==> src/rtl/serial_adder_ctrl.sv <==
// ---------------------------------------------------------------------------
// serial_adder_ctrl
//
// Bit-serial adder controller. One accepted start loads the two operands into
// right-shifting registers. A single 1-bit full-adder cell then processes one
// bit per cycle, LSB first, for WIDTH cycles. A one-cycle DONE state presents
// the result with a done pulse.
//
// Parameters
//   WIDTH   operand width in bits, 2..64
//
// Ports
//   clk     rising-edge clock
//   rst_n   asynchronous active-low reset
//   start   begin one operation; sampled only while idle
//   in_a    operand A, captured with start
//   in_b    operand B, captured with start
//   cin     carry-in, captured with start
//   busy    high while an operation is running or finishing (RUN/DONE)
//   done    one-cycle pulse; sum/cout valid from this cycle on
//   sum     result register, held in IDLE until the next accepted start
//   cout    final carry-out, held like sum
//   sub     (only with SERIAL_ADD_SUB_EN) 1 = compute in_a - in_b
//
// Build option
//   SERIAL_ADD_SUB_EN  when defined, adds the 'sub' port. Subtraction
//   loads ~in_b and forces the initial carry to 1, so that
//   sum = in_a - in_b and cout = 1 means "no borrow".
// ---------------------------------------------------------------------------

// ---------------------------------------------------------------------------
// adder_1bit -- single full-adder cell
//   a, b, cin : addend bits and carry in
//   s, cout   : sum bit and carry out
// ---------------------------------------------------------------------------
module adder_1bit (
   input  logic a,
   input  logic b,
   input  logic cin,
   output logic s,
   output logic cout
);
   logic p;

   assign p    = a ^ b;
   assign s    = p ^ cin;
   assign cout = (a & b) | (cin & p);
endmodule

module serial_adder_ctrl #(
   parameter int WIDTH = 32
) (
   input  logic             clk,
   input  logic             rst_n,
   input  logic             start,
   input  logic [WIDTH-1:0] in_a,
   input  logic [WIDTH-1:0] in_b,
   input  logic             cin,
   output logic             busy,
   output logic             done,
   output logic [WIDTH-1:0] sum,
   output logic             cout
`ifdef SERIAL_ADD_SUB_EN
   ,
   input  logic             sub
`endif
);

   // The counter has to hold 0..WIDTH without wrapping.
   localparam int CW = $clog2(WIDTH + 1);
   // The counter value during the cycle that processes the MSB.
   localparam logic [CW-1:0] LAST_BIT = CW'(WIDTH - 1);

   typedef enum logic [1:0] {
      S_IDLE = 2'd0,
      S_RUN  = 2'd1,
      S_DONE = 2'd2
   } state_t;

   state_t           state_q, state_d;
   logic [WIDTH-1:0] a_q, a_d;
   logic [WIDTH-1:0] b_q, b_d;
   logic [WIDTH-1:0] sum_q, sum_d;
   logic             carry_q, carry_d;
   logic [CW-1:0]    cnt_q, cnt_d;
   logic             busy_q, busy_d;
   logic             done_q, done_d;
   logic             cout_q, cout_d;

   // Operand B and initial carry as loaded on start. They differ from the raw
   // inputs only when subtraction is selected.
   logic [WIDTH-1:0] load_b;
   logic             load_carry;

   // Outputs of the adder cell
   logic             cell_s;
   logic             cell_co;

   // The only arithmetic element. It always looks at the current LSBs.
   adder_1bit u_cell (
      .a    (a_q[0]),
      .b    (b_q[0]),
      .cin  (carry_q),
      .s    (cell_s),
      .cout (cell_co)
   );

`ifdef SERIAL_ADD_SUB_EN
   always_comb begin
      load_b     = sub ? ~in_b : in_b;
      load_carry = sub ? 1'b1  : cin;
   end
`else
   always_comb begin
      load_b     = in_b;
      load_carry = cin;
   end
`endif

   // Next-state logic. Every output is registered. busy and done are
   // computed for the state being entered, so they line up with state_q.
   always_comb begin
      state_d = state_q;
      a_d     = a_q;
      b_d     = b_q;
      sum_d   = sum_q;
      carry_d = carry_q;
      cnt_d   = cnt_q;
      busy_d  = busy_q;
      done_d  = 1'b0;
      cout_d  = cout_q;

      case (state_q)
         S_IDLE: begin
            if (start) begin
               a_d     = in_a;
               b_d     = load_b;
               carry_d = load_carry;
               cnt_d   = '0;
               busy_d  = 1'b1;
               state_d = S_RUN;
            end
         end

         S_RUN: begin
            // The result enters from the MSB side. After WIDTH shifts, bit 0
            // of the result has reached bit 0 of sum.
            a_d     = a_q >> 1;
            b_d     = b_q >> 1;
            sum_d   = {cell_s, sum_q[WIDTH-1:1]};
            carry_d = cell_co;
            cnt_d   = cnt_q + CW'(1);
            if (cnt_q == LAST_BIT) begin
               cout_d  = cell_co;
               done_d  = 1'b1;
               state_d = S_DONE;
            end
         end

         S_DONE: begin
            // Return to IDLE unconditionally. A start seen here is dropped.
            busy_d  = 1'b0;
            state_d = S_IDLE;
         end

         default: begin
            busy_d  = 1'b0;
            state_d = S_IDLE;
         end
      endcase
   end

   always_ff @(posedge clk or negedge rst_n) begin
      if (!rst_n) begin
         state_q <= S_IDLE;
         a_q     <= '0;
         b_q     <= '0;
         sum_q   <= '0;
         carry_q <= 1'b0;
         cnt_q   <= '0;
         busy_q  <= 1'b0;
         done_q  <= 1'b0;
         cout_q  <= 1'b0;
      end else begin
         state_q <= state_d;
         a_q     <= a_d;
         b_q     <= b_d;
         sum_q   <= sum_d;
         carry_q <= carry_d;
         cnt_q   <= cnt_d;
         busy_q  <= busy_d;
         done_q  <= done_d;
         cout_q  <= cout_d;
      end
   end

   assign busy = busy_q;
   assign done = done_q;
   assign sum  = sum_q;
   assign cout = cout_q;

endmodule

==> config.mk <==
export PLATFORM = sky130hd
export DESIGN_NAME = serial_adder_ctrl
export DESIGN_NICKNAME = d
export VERILOG_FILES = /design/src/rtl/serial_adder_ctrl.sv
export SDC_FILE = /design/constraint.sdc
export NUM_CORES = 1
export LEC_CHECK = 0
export BUFFER_PORTS_ARGS = -buffer_cell sky130_fd_sc_hd__clkbuf_2
export CORE_ASPECT_RATIO = 0.9
export CORE_MARGIN = 1.5
export CORE_UTILIZATION = 35
export CTS_CLUSTER_SIZE = 40
export DETAILED_ROUTE_END_ITERATION = 6
export HOLD_SLACK_MARGIN = 0.15
export PLACE_DENSITY = 0.59
export SYNTH_ARGS = -nofsm -noshare
export SYNTH_HDL_FRONTEND = slang
export SYNTH_SLANG_ARGS = --single-unit
==> constraint.sdc <==
create_clock -name clk -period 2 [get_ports clk]
set_input_delay 0.3 -clock clk [delete_from_list [all_inputs] [get_ports clk]]
set_output_delay 0.3 -clock clk [all_outputs]
set_load 0.02 [all_outputs]
Word-level counts from Yosys, hierarchy flattened
Index checks and enable logic that the tools add are counted.

Word-level logic and storage cells: 41. Bits in registers: 108. Output and inout port bits: 35. Bits of input ports: 68.

Equal/unequal tests: 4. Bitwise operators: 6. Muxes and demuxes: 15. Add/sub/neg operators: 1. Reduce and logical (&&, ||, !) cells: 6.

Operator list (count): $pmux 32 s2 (2); $mux 32 (2); $pmux 6 s2 (1); $reduce_and 2->1 (4); $add 6x1->6 const B (1); $eq 6x5->1 const B (1); $mux 6 (1); $mux 1 (4); $mux 2 (2); $ne 2x2->1 const B (2); $pmux 1 s2 (2); $pmux 2 s2 (1); $and 1x1->1 (2); $eq 2x1->1 const B (1); $logic_not 2->1 (1); $reduce_bool 2->1 (1); $xor 1x1->1 (2); $not 1->1 (1); $or 1x1->1 (1).

Longest topological paths before layout
Depth in word-level cells: 4. Depth in mapped cells: 6. Gate-level depth less buffers: 4.

Hierarchy
A second synthesis with hierarchy kept.

Cells, all modules: 512. Area, all modules: 4858.4 um2.

Modules (own cells, without submodules): serial_adder_ctrl (cells each 511, area an instance 4838.4 um2, seq. area each 2702.6 um2, times used 1); adder_1bit (cells each 1, area an instance 20.0 um2, seq. area each 0.0 um2, times used 1).

Worst setup path after synthesis
OpenSTA, ideal clock, no wires.

Path type: flip-flop to flip-flop. From: reg cnt_q[0]. To: reg cout_q, in the netlist cout. Path buffers: 0. Period minus slack after synthesis: 1.399 ns. Data arrival time: 1.272 ns. Setup slack: 0.601 ns. Stages on the path, launching flop included: 5. Required time: 1.872 ns. Cell sequence: dfrtp_1 ha_1 nand2_1 nor4_4 mux2_1.

Word-level cells in the longest chain between the ends: 2.

Ends and longest elaborated chain: start: declaration (RTL line 85) `logic [CW-1:0] cnt_q, cnt_d;`; start signal: assignment (RTL line 190) `cnt_q <= cnt_d;`; $eq 6x5->1 (RTL line 153) `if (cnt_q == LAST_BIT) begin`; $reduce_and 2->1 (no line); end signal: assignment (RTL line 193) `cout_q <= cout_d;`; end: declaration (RTL line 88) `logic cout_q, cout_d;`.

Every way passes these cells. A chain may end at the register's enable or synchronous reset.

Final worst setup path
From: reg state_q[0]. To: reg cnt_q[3].

Word-level cells in the longest chain between the ends: 3.

Ends and longest elaborated chain: start: declaration (RTL line 80) `state_t state_q, state_d;`; start signal: assignment (RTL line 185) `state_q <= state_d;`; $eq 2x1->1 or $logic_not 2->1 (tied branches) (RTL line 133) `case (state_q)`; $reduce_bool 2->1 (no line) or $ne 2x2->1 (tied branches); $reduce_and 2->1 (no line).

Parallel ways exist; a longest one is shown, timed or not.

==> summary.txt <==
Timing
  • Fin Clk Skew: 0.00817 ns
  • TNS Setup: 0 ns
  • Period utilisation layout: 87.7%
  • Rel. slew slack: 22.1%
  • Slew Viols, Final: 0
  • Endpoints failing hold: 0
  • Final Setup Violations: 0
  • RSZ-0062 raised after global routing: false
  • Worst-margin pin slew: 1.17 ns
  • Minimum clock period: 1.75 ns
  • Final setup margin: 0.245 ns
  • Max frequency: 0.570 GHz

Die
  • Initial Utilization: 35.8%
  • Die area: 15000 um^2
  • # IOs: 103
  • # rows: 41
  • Die W: 129 um
  • Core area: 14000 um^2
  • Die Y-Extent: 116 um

Clock tree
  • CTS resizes: 0
  • Clock Sink Count: 108
  • Clock slew at reported path FFs: 0.07 ns
  • Root Buffer: clkbuf_16
  • CTS tree: yes
  • Num CTS Buffers: 9
  • Deepest clock path buffer count: 2
  • Clk_lat worst skew: 0.36 ns
  • CTS Hold Bufs: 1
  • Number of setup buffers added after CTS: 0
  • H-tree levels: 3

Synth
  • Syn Inst Count: 516
  • Synth warn: 0
  • Yosys cell types: 34
  • Synth Register Bits: 108
  • Mapped Area: 5010 um^2
  • Post-synthesis sequential area ratio: 54.0%
  • Syn Area/Cell: 9.71 um^2
  • Synthesized Nets: 586

Finish
  • Multi-input gate area: 2010 um^2
  • Final #Nets: 673
  • Final instance area: 5930 um^2
  • Ant diodes: 0
  • Fillcell total: 1425
  • Core Util, Final: 42.3%
  • Register area: 2710 um^2
  • Area delta synth->final: 18.4%
  • Layout cells sized above 1: 22.9%

Placement
  • Final HPWL DP: 7520 um
  • Post-DP Area: 5610 um^2
  • DP Worst Slack: 0.239 ns
  • Port Buffers: 102
  • Final RePlAce weighted congestion: 0.756

Route
  • Total number of vias: 3981
  • WL per Instance: 14.5 um
  • First-pass DRT Iterations: 4
  • DRT iter0 DRCs: 322
  • Vias/cell: 4.98
  • Post-Route WL: 11600 um
  • DRC violations left: 0
  • ANT nets after route: 0

Global routing
  • Total gr overflow: 0
  • First-pass GRT wire length: 18900 um
  • Initial antenna violation count: 0
  • Largest net degree at the start of global routing: 52
  • GRT Total Usage: 16.1%
  • Via count of the first global-routing pass: 3822

Flow run
  • Max-cap violation count: 0

Worst setup path
  • Critical-path maximum fanout: 29
  • WP data required: 2.27 ns
  • Critical Path Start Type: register
  • Arr. time, crit path: 2.02 ns
  • Setup Crit Path Kind: reg2reg
  • Critical Path Sink Type: register

Pwr
  • P per Cell Area: 1400 nW/um^2
  • IR drop worst, VDD: 0.561 mV
  • Leak pwr: 0.00285 uW

Status
  • Status: finished, final reports clean

Hold path
  • Hold Path Class: in2reg
## area by class of cell
type	count	share of cell area (%)
inverters	2	0.127
well taps	193	4.07
clock buffers	10	3.86
clock inverters	5	1.31
flip-flops and latches	108	45.6
repair buffers	118	11.1
multi-input cells	364	33.9
## routing by layer
metal / share of wire [%] / routed length, um / track usage, % / vias to the layer above
li1: - / - / - / 1950
met1: 48 / 5620 / 21.3 / 1934
met2: 46 / 5350 / 25.3 / 90
met3: 4.8 / 560 / 5.45 / 7
met4: 0.75 / 87 / 4.64 / 0
met5: 0 / 0 / 0 / -
## cell usage after synthesis
cell type  instances  area (um^2)
clkbuf_1           9         33.8
nor3b_1            1         7.51
mux2i_1            1         10.0
a22oi_1           62          465
and3b_1            1         8.76
nand2b_4           1         13.8
or3_1              1         6.26
ha_1               1         12.5
nor2_1             1         3.75
o21ai_0           55          275
a22o_1             3         26.3
nor2b_4            1         13.8
nand3_1            2         10.0
buf_6             12          135
inv_1              2         7.51
buf_2             14         70.1
nor2b_1           26          163
buf_4              6         45.0
o22ai_1            2         12.5
fa_1               1         20.0
mux2_1             1         11.3
dfrtp_1          108         2700
a21oi_1           43          215
nor4_4             1         21.3
or2b_1             1         7.51
nor3_1             1         5.00
o21ai_1           14         70.1
nor4_1             1         6.26
and2b_1           17          128
o21bai_1           1         7.51
nand2_1          123          462
nor3_2             1         10.0
xor2_1             1         8.76
clkbuf_8           1         13.8
## state kept, by name (all words and copies together), names as in the netlist
signal / count
state_q: 2
a_q: 32
busy: 1
done: 1
cout: 1
sum: 32
carry_q: 1
cnt_q: 6
b_q: 32
## through the flow
| stage | hold slack, ns | cells | total power [uW] |
|---|---|---|---|
| after floorplan | 0.00441 | 516 | 5650 |
| after CTS | 0.173 | 800 | 8410 |
| after detailed placement | 0.278 | 784 | 6490 |
| after global routing | 0.178 | 800 | 8950 |
| after global placement | 0.267 | 784 | 6370 |
| final | 0.187 | 800 | 8310 |
## final timing paths
kind,endpoint,from,slack (ns),depth (start not counted)
hold reg to reg,b_q[14],b_q[14],0.49,2
setup reg to reg,cnt_q[3],state_q[0],0.25,3
setup / recovery,cnt_q[3],state_q[0],0.25,3
max in group asynchronous,a_q[24],rst_n,0.95,3
min in group asynchronous,sum[7],rst_n,0.42,2
hold / removal,b_q[31],in_b[31],0.19,2
## power by group
part           switching, uW  total (uW)  internal [uW]
Sequential               652        3730           3080
Combinational           1620        2700           1080
Clock                    799        1890           1090
Total                   3070        8310           5240
## critical path, stage by stage (launching register included)
cell      delay, ns
dfrtp_2        0.43
o21bai_2       0.91
a21oi_1        0.08
o21ai_0        0.23
## kinds of logic after synthesis
kind of cell / after synthesis / synth area share [%]
AO/OA/AOI/OAI: 180 / 21.4
adder cells (fa/ha/maj): 2 / 0.649
multiplexers: 2 / 0.425
AND/OR/NAND/NOR: 179 / 17.3
flip-flops: 108 / 54.0
XOR/XNOR: 1 / 0.175
buffers and inverters: 44 / 6.10
## cells in the final DEF (no fill, tap or decap), types with 2 or more instances in the layout
master and count:
nand2_1 123, dfrtp_1 106, clkbuf_2 101, a22oi_1 62
o21ai_0 55, a21oi_1 43, nor2b_1 25, and2b_1 17
o21ai_1 14, buf_4 14, clkbuf_16 9, a22o_1 3
nand3_1 2, inv_1 2, o22ai_1 2, bufinv_16 2
clkinv_2 2, buf_12 2, dfrtp_2 2
No activity file was read; power rests on OpenSTA's default activity.
